`config.mk`:
```
export PLATFORM = sky130hd
export DESIGN_NAME = fib_gals_tx
export DESIGN_NICKNAME = d
export VERILOG_FILES = /design/src/rtl/fib_gals_tx.sv
export SDC_FILE = /design/constraint.sdc
export NUM_CORES = 1
export LEC_CHECK = 0
export ABC_AREA = 1
export BUFFER_PORTS_ARGS = -buffer_cell sky130_fd_sc_hd__buf_2
export CORE_ASPECT_RATIO = 0.7
export CORE_UTILIZATION = 52
export CTS_CLUSTER_DIAMETER = 120
export CTS_CLUSTER_SIZE = 14
export DETAILED_ROUTE_END_ITERATION = 8
export PLACE_DENSITY = 0.77
export SLEW_MARGIN = 10
export SYNTH_ARGS = -nofsm -noshare
export SYNTH_HDL_FRONTEND = slang
export SYNTH_SLANG_ARGS = --single-unit
```
`constraint.sdc`:
```
create_clock -name clock_1 -period 1.9 [get_ports clock_1]
set_input_delay 0.285 -clock clock_1 [delete_from_list [all_inputs] [get_ports clock_1]]
set_output_delay 0.285 -clock clock_1 [all_outputs]
set_load 0.03 [all_outputs]
```
`src/rtl/fib_gals_tx.sv`:
```
// -----------------------------------------------------------------------------
// fib_gals_tx
//
// Producer side of a GALS link, clocked by clock_1. Words from the fibonacci
// generator are buffered in a small FIFO and handed to the clock_2 consumer one
// at a time over a four-phase req/ack handshake. The generator is throttled
// through f_en so that the FIFO never has to drop a word in normal use.
//
// Ports:
//   clock_1   in        producer clock
//   reset     in        asynchronous, active-high; clears all control state
//   f_valid   in        generator word valid this cycle
//   f_data    in  WIDTH generator word
//   f_en      out       generator enable (combinational)
//   ack       in        consumer acknowledge, asynchronous to clock_1
//   req       out       transfer request (registered)
//   data_out  out WIDTH transfer data (registered, stable while req=1)
//   count     out CW    FIFO occupancy, 0..DEPTH
//   empty     out       count == 0
//   full      out       count == DEPTH
//   overflow  out       sticky; set when a write had to be dropped
// -----------------------------------------------------------------------------
module fib_gals_tx #(
    parameter int WIDTH = 16,
    parameter int DEPTH = 4,
    parameter int CW    = $clog2(DEPTH) + 1
) (
    input  logic             clock_1,
    input  logic             reset,
    input  logic             f_valid,
    input  logic [WIDTH-1:0] f_data,
    output logic             f_en,
    input  logic             ack,
    output logic             req,
    output logic [WIDTH-1:0] data_out,
    output logic [CW-1:0]    count,
    output logic             empty,
    output logic             full,
    output logic             overflow
);

    localparam int            AW      = $clog2(DEPTH);
    localparam logic [CW-1:0] DEPTH_C = CW'(DEPTH);

    typedef enum logic [1:0] {
        ST_IDLE,
        ST_REQ,
        ST_RELEASE
    } state_t;

    state_t           state_q, state_d;
    logic             ack_s1_q, ack_s_q;
    logic [WIDTH-1:0] mem_q [DEPTH];
    logic [AW-1:0]    wr_ptr_q, rd_ptr_q;
    logic [CW-1:0]    count_q, count_d;
    logic             overflow_q;
    logic             req_q, req_d;
    logic [WIDTH-1:0] data_out_q, data_out_d;
    logic             pop, push, drop;

    assign empty = (count_q == '0);
    assign full  = (count_q == DEPTH_C);

    // Throttle ignores pops: a word requested now is guaranteed a free slot
    // when it arrives one cycle later, whatever the handshake does meanwhile.
    assign f_en = ({1'b0, count_q} + (CW+1)'(f_valid)) < (CW+1)'(DEPTH);

    // A push into a full FIFO is still accepted when the head leaves on the
    // same edge; the write lands on the slot being vacated.
    assign push = f_valid && ((count_q < DEPTH_C) || pop);
    assign drop = f_valid && !push;

    // Handshake FSM, next state and outputs.
    // NOTE: every signal gets its default before the case, so no path leaves
    // it unassigned and no latch is inferred.
    always_comb begin
        state_d    = state_q;
        req_d      = req_q;
        data_out_d = data_out_q;
        pop        = 1'b0;
        case (state_q)
            ST_IDLE: begin
                // A consumer still holding ack from a previous transfer (or
                // asserting it early) blocks a new request.
                if (!empty && !ack_s_q) begin
                    pop        = 1'b1;
                    data_out_d = mem_q[rd_ptr_q];
                    req_d      = 1'b1;
                    state_d    = ST_REQ;
                end
            end
            ST_REQ: begin
                if (ack_s_q) begin
                    req_d   = 1'b0;
                    state_d = ST_RELEASE;
                end
            end
            ST_RELEASE: begin
                if (!ack_s_q) begin
                    state_d = ST_IDLE;
                end
            end
            default: begin
                req_d   = 1'b0;
                state_d = ST_IDLE;
            end
        endcase
    end

    always_comb begin
        count_d = count_q;
        case ({push, pop})
            2'b10:   count_d = count_q + CW'(1);
            2'b01:   count_d = count_q - CW'(1);
            default: count_d = count_q;
        endcase
    end

    // NOTE: the storage array has no reset; its contents are only ever read
    // behind count, so clearing it would buy nothing.
    always_ff @(posedge clock_1) begin
        if (push) begin
            mem_q[wr_ptr_q] <= f_data;
        end
    end

    // NOTE: all state updates use non-blocking assignments so every register
    // samples the pre-edge values, e.g. the two-flop ack synchroniser.
    always_ff @(posedge clock_1 or posedge reset) begin
        if (reset) begin
            ack_s1_q   <= 1'b0;
            ack_s_q    <= 1'b0;
            state_q    <= ST_IDLE;
            req_q      <= 1'b0;
            data_out_q <= '0;
            wr_ptr_q   <= '0;
            rd_ptr_q   <= '0;
            count_q    <= '0;
            overflow_q <= 1'b0;
        end else begin
            ack_s1_q   <= ack;
            ack_s_q    <= ack_s1_q;
            state_q    <= state_d;
            req_q      <= req_d;
            data_out_q <= data_out_d;
            count_q    <= count_d;
            // Pointers wrap naturally because DEPTH is a power of two.
            if (push) begin
                wr_ptr_q <= wr_ptr_q + AW'(1);
            end
            if (pop) begin
                rd_ptr_q <= rd_ptr_q + AW'(1);
            end
            if (drop) begin
                overflow_q <= 1'b1;
            end
        end
    end

    assign req      = req_q;
    assign data_out = data_out_q;
    assign count    = count_q;
    assign overflow = overflow_q;

endmodule

```
==> results.md, run 1 <==
* Final setup violation count at 0
* Row cnt at 26
* Boundary Pins at between 40 and 50
* Port bufs at 43
* DIE AREA at 8026 um2
* Vias in the first global route at 2,496
* Worst r2r src: ack_s_q$_DFF_PP0_
* Dpl cell area at 4385 um2
* Combinational power share at between 40% and 50%
* Total GRT Usage at slightly above 20%
* Placed cells at approximately 540
* Cell variety after synth at 22
* Gpl congestion at around 0.78
* Synth Warn # at 0
* Worst path slowest cell: fa_2
* CP required at between 2000 and 2500 ps
* Clock Tree Root: clkbuf_8
* Yosys reg bits at 93
* Worst setup EP type: flop
* Cell internal pwr at a little over 4 mW
* Slew @ Worst Pin at between 500 and 600 ps
* Largest net degree at the start of global routing at 35
* Mapped cell area at between 3000 and 4000 um2
* Crit path launch: ack_s_q$_DFF_PP0_
* CP dominant cell by count: nand2_2
* Worst Hold Class: in2reg
* Post-synthesis sequential area ratio at 66.42%
* DRT Wirelength at between 7000 and 8000 um
* Peak Freq at about 560 MHz
* Via count at 2,652
* Grt ovf at 0
* First-pass GRT wire length at between 10,000 and 15,000 um
* HPWL after DPL at 4905 um
* Area Overhead vs Synth at 15.22%
* Finished Layout Cells at about 560
* Worst-Skew Late Latency at between 300 and 400 ps
* CTS resizes at 0
* Pwr dens at ~1500 nW/um2
* Sequential share of power at a little over two fifths
* CTS H-tree lvls at 3
* Initial antenna violation count at 0
* Starting density of the core at a little over half
* Detailed Routing Iterations Pass 1 at 4
* WS Path Type: reg2reg
* Sw Ratio at about 40%
* Largest fanout on the critical path at 2
* Crit path largest cell delay at roughly 440 ps
* Clock buffer depth at 2
* Relative slew slack at between 60% and 70%
* Startpoint Class: flop
* Final setup TNS at 0 ps
* Status: finished, final reports clean
* Core Footprint at about 7400 um2
* Final period util at 93.65%
* Clk_skew at roughly 10 ps
* CP cell instances: nor2_4 > nand2_2 > nand2_1 > nand2_2 > ha_1 > inv_1 > fa_2 > o21ai_0
* Inserted Clock Buffers at 9
* Worst VDD drop at between 800 and 900 uV
* Critical Path AT at 2060 ps
* Total power at 6.800 mW
* Max Cap Viol at 0
* Post-Layout Inst Area at roughly 4600 um2
* Drt wl/cell at roughly 14 um
* Psw at approximately 2.7 mW
* LEAKAGE at approximately 2.3 nW
* Max-slew violation count at 0
* Hold_sp: ack
* Syn avg cell area at 10.09 um2
* ANT cells at 0
* Layout cell share with drive strength beyond 1 at roughly 18%
* Post-layout min period at 1779 ps
* Die Wd at about 110 um
* Die Y at ~75 um
* Sink Count at 93
* Clk pwr share at between 10% and 20%
* Worst hold slack at approximately 31 ps
* Final-report hold violation count at 0
* CTS tree: yes
* Detail Route Antenna Nets at 0
* DR vias/cell at between 4 and 5
* Clock Pin Slew Worst Setup and Hold Paths at around 90 ps
* Synth Net Count at approximately 420
* Nets at approximately 480
* DRC violations left at 0
* Synth Instances at between 300 and 400
* Initial DRC Count at 127
timing repair:
action | CTS | global route
hold buffers | 1 | 0
setup endpoints to repair | 0 | 2
buffers inserted | 0 | 3
endpoints found under the hold margin | 29 | 0
per-stage QoR:
| stage | setup WS, ps | utilization (%) |
|---|---|---|
| detailed placement | 80.47 | 59.65 |
| global placement | 186.9 | 59.65 |
| finish | 120.6 | 62.47 |
| global route | -0.9541 | 62.47 |
| floorplan | -72.74 | - |
| CTS | 61.83 | 62.17 |
sequential cells by signal (all words and copies together) (netlist names):
register and flops:
overflow 1, ack_s_q 1, rd_ptr_q 2, data_out 16, req 1, wr_ptr_q 2, state_q 2, ack_s1_q 1
count 3, mem_q 64
power groups by stage:
stage	combinational, mW	sequential [mW]	clock (mW)
6_report	2.72	2.88	1.20
5_1_grt	3.04	2.93	1.28
4_1_cts	2.73	2.88	1.21
3_5_place_dp	2.72	2.92	0
3_3_place_gp	2.61	2.90	0
2_1_floorplan	1.56	3.31	0
placed cells by master (no fill, tap or decap), types with 2 or more instances in the layout:
cell type	netlist	layout
o21ai_0	4	4
nand2_1	144	144
ha_1	5	5
edfxtp_1	64	64
inv_2	3	4
nand2_2	2	2
clkbuf_8	0	9
buf_12	0	3
inv_1	81	79
nand3_1	36	36
xor2_1	2	2
clkbuf_1	0	5
dfrtp_2	0	3
buf_2	8	43
buf_4	3	11
nor2_1	4	4
dfrtp_1	29	26
critical path, delay by kind of cell, from the launching register on:
| kind | cells | cell delay, ps |
|---|---|---|
| flip-flops | 1 | 420 |
| adder cells (fa/ha/maj) | 2 | 630 |
| buffers and inverters | 1 | 90 |
| AND/OR/NAND/NOR | 4 | 410 |
| AO/OA/AOI/OAI | 1 | 150 |
synth_stat cells:
master    count  area share, %
nand2_1     144             14
inv_1        81            7.6
edfxtp_1     64             48
nand3_1      36            4.5
dfrtp_1      29             18
buf_2         8            1.0
ha_1          5            1.6
nor2_1        4           0.38
o21ai_0       4           0.50
buf_4         3           0.56
inv_2         3           0.28
nand2_2       2           0.31
nand3_2       2           0.50
xor2_1        2           0.44
a21oi_1       1           0.13
buf_8         1           0.38
fa_1          1           0.50
nor2_4        1           0.28
nor2_8        1           0.50
nor3_1        1           0.13
o21bai_1      1           0.19
xnor2_1       1           0.22
metal layers:
metal | GRT usage, % | vias to the layer above | share of wire [%]
met1 | 25.22 | 1240 | 46
met3 | 6.494 | 16 | 5.3
met4 | 8.067 | 0 | 1.9
met2 | 34.48 | 69 | 46
li1 | - | 1327 | -
met5 | 0 | - | 0
cells by family after synthesis:
| logic type | share of synthesized area (%) |
|---|---|
| compound gates | 0.8160 |
| flops | 66.42 |
| xor+xnor | 0.6593 |
| buf+inv | 9.855 |
| simple gates | 20.18 |
| fa+ha+maj | 2.072 |
worst paths after layout:
kind	endpoint	cells past startpoint	slack [ps]
worst max-delay path	count[1]$_DFFE_PP0P_	8	120
worst min-delay path	ack_s1_q$_DFF_PP0_	1	30
worst max register to register	count[1]$_DFFE_PP0P_	8	120
worst min register to register	ack_s_q$_DFF_PP0_	0	380
max in group asynchronous	data_out[0]$_DFFE_PP0P_	4	1210
min in group asynchronous	ack_s1_q$_DFF_PP0_	4	490
cell type report:
class,count,area [um2]
Clock buffer,15,167.7
Clock inverter,1,7.507
Fill cell,607,2759
Inverter,84,320.3
Multi-Input combinational cell,206,955.9
Sequential cell,93,2651
Tap cell,98,122.6
Timing Repair Buffer,58,367.9
(Power assumes the default switching activity.)
==> run 2: changes to the inputs <==
--- a/config.mk
+++ b/config.mk
@@ -6,9 +6,12 @@
 export NUM_CORES = 1
 export LEC_CHECK = 0
 export ABC_AREA = 1
+export ABC_CLOCK_PERIOD_IN_PS = 1900
 export BUFFER_PORTS_ARGS = -buffer_cell sky130_fd_sc_hd__buf_2
+export CELL_PAD_IN_SITES_DETAIL_PLACEMENT = 0
+export CELL_PAD_IN_SITES_GLOBAL_PLACEMENT = 1
 export CORE_ASPECT_RATIO = 0.7
-export CORE_UTILIZATION = 52
+export CORE_UTILIZATION = 41
 export CTS_CLUSTER_DIAMETER = 120
 export CTS_CLUSTER_SIZE = 14
 export DETAILED_ROUTE_END_ITERATION = 8
==> results.md, run 2 (same netlist as run 1, synthesis figures left out) <==
* Status: finished, final reports clean
* Starting density of the core at between 40% and 50%
* DR vias/cell at between 4 and 5
* Grt ovf at 0
* Pwr dens at 1552 nW/um2
* Die Wd at roughly 120 um
* Worst Hold Class: in2async
* Max-slew violation count at 0
* Largest net degree at the start of global routing at 35
* Initial antenna violation count at 0
* Area Overhead vs Synth at 18.96%
* Hold_buf cts at 0
* Port bufs at 43
* Initial DRC Count at 114
* Via count at around 2,600
* Row cnt at 29
* Most frequent cells in the layout: 144 x nand2_1, 79 x inv_1, 64 x edfxtp_1, 43 x buf_2, 36 x nand3_1
* Vias in the first global route at about 2,500
* Sink Count at between 90 and 100
* Inserted Clock Buffers at 9
* First-pass GRT wire length at 12,750 um
* Drt wl/cell at about 13 um
* Critical Path AT at between 2000 and 2500 ps
* Placed cells at about 560
* Post-layout min period at around 1800 ps
* Total GRT Usage at between 10% and 20%
* Worst VDD drop at between 700 and 800 uV
* Detail Route Antenna Nets at 0
* Relative slew slack at 57.84%
* Die Y at around 85 um
* Most common cell after layout, fill and taps aside: nand2_1
* Crit path launch: ack_s_q$_DFF_PP0_
* Final-report hold violation count at 0
* CP required at ~2200 ps
* Setup Slack @ Placement at slightly below 80 ps
* Setup WS post-layout at ~140 ps
* Clk_skew at 7.705 ps
* Worst-Skew Late Latency at 340 ps
* LEAKAGE at between 2 and 2.5 nW
* Layout cell share with drive strength beyond 1 at 19.08%
* Boundary Pins at 44
* Clock buffer depth at 2
* Clock Tree Root: clkbuf_16
* CTS tree: yes
* ANT cells at 0
* Startpoint Class: flop
* Max Cap Viol at 0
* Worst setup EP type: flop
* Largest fanout on the critical path at 4
* Core Footprint at 9253 um2
* CTS H-tree lvls at 3
* Gpl congestion at around 0.75
* Nets at between 400 and 500
* DRT Wirelength at between 7000 and 8000 um
* Worst r2r src: ack_s_q$_DFF_PP0_
* Slew @ Worst Pin at roughly 630 ps
* Reg with most FFs: mem_q
* Number of flip-flops under the largest register name at 64
* DRC violations left at 0
* Final setup violation count at 0
* Peak Freq at approximately 570 MHz
* Finished Layout Cells at between 500 and 600
* Final period util at roughly 90%
* WS Path Type: reg2reg
* DIE AREA at 10,130 um2
* Detailed Routing Iterations Pass 1 at 4
* Clock Pin Slew Worst Setup and Hold Paths at approximately 60 ps
* HPWL after DPL at 4791 um
[run 2: cell count changes in the layout (fill, tap and decap cells not counted), sizes merged]
| cell | change |
|---|---|
| clkbuf | -2 |
| clkinvlp | -1 |
| clkinv | +1 |
| dlygate4sd3 | -1 |
| inv | +2 |
[run 2: critical path, cell delays in order (launching register included)]
cell and delay, ps:
dfrtp_1 410, nor2_4 170, nand2_4 90, nand2_1 110, nand2_2 70, ha_1 190, inv_1 90, fa_2 430
o21ai_1 130
[run 2: per-stage QoR]
stage          setup TNS [ps]  utilization, %  cell area [um2]  power (mW)  hold slack, ps
6_report                    0           51.25             4742       7.361           29.27
5_1_grt                -5.039           51.25             4742       7.856           41.98
4_1_cts                     0           51.03             4722       7.449           34.05
3_5_place_dp                0           47.83             4425       5.663           340.5
3_3_place_gp                0           47.83             4425       5.598           368.4
2_1_floorplan           -4756               -             4005       4.870           316.4
[run 2: worst paths after layout]
| path | endpoint | slack [ps] | depth (start not counted) |
|---|---|---|---|
| setup / recovery | count[1]$_DFFE_PP0P_ | 140 | 8 |
| hold / removal | data_out[8]$_DFFE_PP0P_ | 30 | 3 |
| setup reg to reg | count[1]$_DFFE_PP0P_ | 140 | 8 |
| hold reg to reg | ack_s_q$_DFF_PP0_ | 370 | 0 |
| max in group asynchronous | count[2]$_DFFE_PP0P_ | 1550 | 3 |
| min in group clock_1 | ack_s1_q$_DFF_PP0_ | 60 | 1 |
[run 2: where the power goes]
group / switching, mW / total, mW / leakage [nW] / internal [mW]
combinational: 1.88 / 2.73 / 1.24 / 0.852
sequential: 0.212 / 2.88 / 0.930 / 2.67
clock: 0.739 / 1.75 / 0.147 / 1.01
total: 2.83 / 7.36 / 2.32 / 4.53
[run 2: final cells by class]
class | count | area [um2]
well taps | 124 | 155.1
repair buffers | 57 | 357.8
clock buffers | 13 | 270.3
fillers | 848 | 4511
multi-input cells | 206 | 960.9
clock inverters | 3 | 26.28
inverters | 84 | 320.3
flip-flops and latches | 93 | 2651
[run 2: repair_timing]
item | 4_1_cts | 5_1_grt
buffers inserted | 0 | 2
gates resized for setup | 0 | 2
endpoints found under the setup margin | 0 | 2
[run 2: layer usage]
metal / wire length, um / vias up / global-route usage [%]
li1: - / 1328 / -
met1: 3836 / 1218 / 21.96
met2: 3447 / 50 / 26.90
met3: 411 / 14 / 6.658
met4: 125 / 0 / 5.682
met5: 0 / - / 0
==> run 3: changes to the inputs <==
--- a/config.mk
+++ b/config.mk
@@ -15,7 +15,7 @@
 export CTS_CLUSTER_DIAMETER = 120
 export CTS_CLUSTER_SIZE = 14
 export DETAILED_ROUTE_END_ITERATION = 8
-export PLACE_DENSITY = 0.77
+export PLACE_DENSITY = 0.73
 export SLEW_MARGIN = 10
 export SYNTH_ARGS = -nofsm -noshare
 export SYNTH_HDL_FRONTEND = slang
==> results.md, run 3 (same netlist as run 1, synthesis figures left out) <==
* Status: finished, final reports clean
* DRT Wirelength at 7413 um
* ANT cells at 0
* RSZ-0062 raised after global routing: false
* Clock Tree Root: clkbuf_16
* Max-slew violation count at 0
* Worst Hold Class: in2async
* Gpl congestion at 0.7069
* DR vias/cell at between 4 and 5
* Initial DRC Count at 128
* Drt wl/cell at around 13 um
* Clk_skew at approximately 12 ps
* Worst setup EP type: flop
* Worst reg2reg setup slack at between 100 and 150 ps
* Relative slew slack at between 50% and 60%
* Final period util at just over 90%
* Worst VDD drop at a little over 700 uV
* Critical Path AT at 1970 ps
* Pwr dens at between 1500 and 2000 nW/um2
* Final setup violation count at 0
* First-pass GRT wire length at around 12,000 um
* Placed cells at around 560
* WS Path Type: reg2reg
* Layout cell share with drive strength beyond 1 at between 10% and 20%
* Number of flip-flops under the largest register name at 64
* HPWL after DPL at 4639 um
* Worst-Skew Late Latency at around 340 ps
* Detail Route Antenna Nets at 0
* CTS tree: yes
* Largest net degree at the start of global routing at 35
* Initial antenna violation count at 0
* Die Wd at roughly 120 um
* Clock buffer depth at 2
* CTS H-tree lvls at 3
* Detailed Routing Iterations Pass 1 at 4
* Startpoint Class: flop
* Clock Pin Slew Worst Setup and Hold Paths at about 70 ps
* Row cnt at 29
* Final-report hold violation count at 0
* Max Cap Viol at 0
* Reg with most FFs: mem_q
* CP required at 2110 ps
* Total GRT Usage at 16.72%
* Post-layout min period at roughly 1800 ps
* Slew @ Worst Pin at between 600 and 700 ps
* Die Y at 84.50 um
* DRC violations left at 0
* Sink Count at just over 90
* Starting density of the core at between 40% and 50%
* Finished Layout Cells at about 580
* Largest fanout on the critical path at 4
* Via count at 2,546
* LEAKAGE at ~2.3 nW
* Final setup TNS at 0 ps
* Inserted Clock Buffers at 9
* Vias in the first global route at ~2,400
* Nets at ~480
* Boundary Pins at 44
* Most common cell after layout, fill and taps aside: nand2_1
* Core Footprint at 9253 um2
* Port bufs at between 40 and 50
* Grt ovf at 0
* Most frequent cells in the layout: 144 x nand2_1, 79 x inv_1, 64 x edfxtp_1, 43 x buf_2, 36 x nand3_1
* DIE AREA at 10,130 um2
* Area Overhead vs Synth at 17.51%
* Peak Freq at between 500 and 600 MHz
[run 3: cell count changes in the layout (fill, tap and decap cells not counted), sizes merged]
cell,before,now
buf,57,55
clkbuf,13,11
clkinv,1,3
[run 3: final timing paths]
| path | start | endpoint | cells after the start |
|---|---|---|---|
| max in group asynchronous | reset | count[2]$_DFFE_PP0P_ | 3 |
| hold / removal | reset | data_out[14]$_DFFE_PP0P_ | 3 |
| setup reg to reg | ack_s_q$_DFF_PP0_ | count[2]$_DFFE_PP0P_ | 9 |
| min in group clock_1 | ack | ack_s1_q$_DFF_PP0_ | 1 |
| hold reg to reg | ack_s1_q$_DFF_PP0_ | ack_s_q$_DFF_PP0_ | 0 |
| setup / recovery | ack_s_q$_DFF_PP0_ | count[2]$_DFFE_PP0P_ | 9 |
[run 3: metrics by stage]
| step | utilization (%) | instance area [um2] | hold slack (ps) | setup slack [ps] | power (mW) |
|---|---|---|---|---|---|
| finish | 50.63 | 4684 | 33.84 | 139.2 | 7.158 |
| global route | 50.63 | 4684 | 62.20 | 5.547 | 7.710 |
| CTS | 50.49 | 4672 | 41.06 | 36.33 | 7.248 |
| detailed placement | 47.61 | 4405 | 334.7 | 45.84 | 5.614 |
| global placement | 47.61 | 4405 | 370.0 | 177.5 | 5.571 |
| floorplan | - | 4005 | 316.4 | -72.74 | 4.870 |
[run 3: worst max-delay path, stage by stage, from the launching register on]
cell and delay [ps]:
dfrtp_1 410, nor2_4 180, nand2_4 90, nor2_8 90, ha_1 160, inv_1 70
fa_2 330, nand2_1 70, nand3_1 90, xor2_1 150
[run 3: routing by layer]
layer / GRT usage (%) / share of wire [%] / routed length [um]
met5: 0 / 0 / 0
met4: 4.432 / 0.86 / 64
met3: 5.027 / 4.3 / 319
met2: 24.65 / 44 / 3283
met1: 24.05 / 51 / 3746
[run 3: repair_timing]
item,in CTS,in global routing
hold buffers,0,0
endpoints found under the setup margin,0,2
hold endpoints to repair,0,0
resized for setup,0,2
setup buffers,0,1
[run 3: area by class of cell]
cell class	count	area (um2)
flip-flops and latches	93	2651
inverters	84	320.3
multi-input cells	206	960.9
fillers	863	4568
well taps	124	155.1
clock inverters	5	33.78
repair buffers	55	330.3
clock buffers	11	232.7
[run 3: report_power, final]
part	internal, mW	leakage (nW)	switching (mW)
registers	2.67	0.930	0.209
clock network	0.890	0.130	0.716
logic	0.819	1.23	1.86
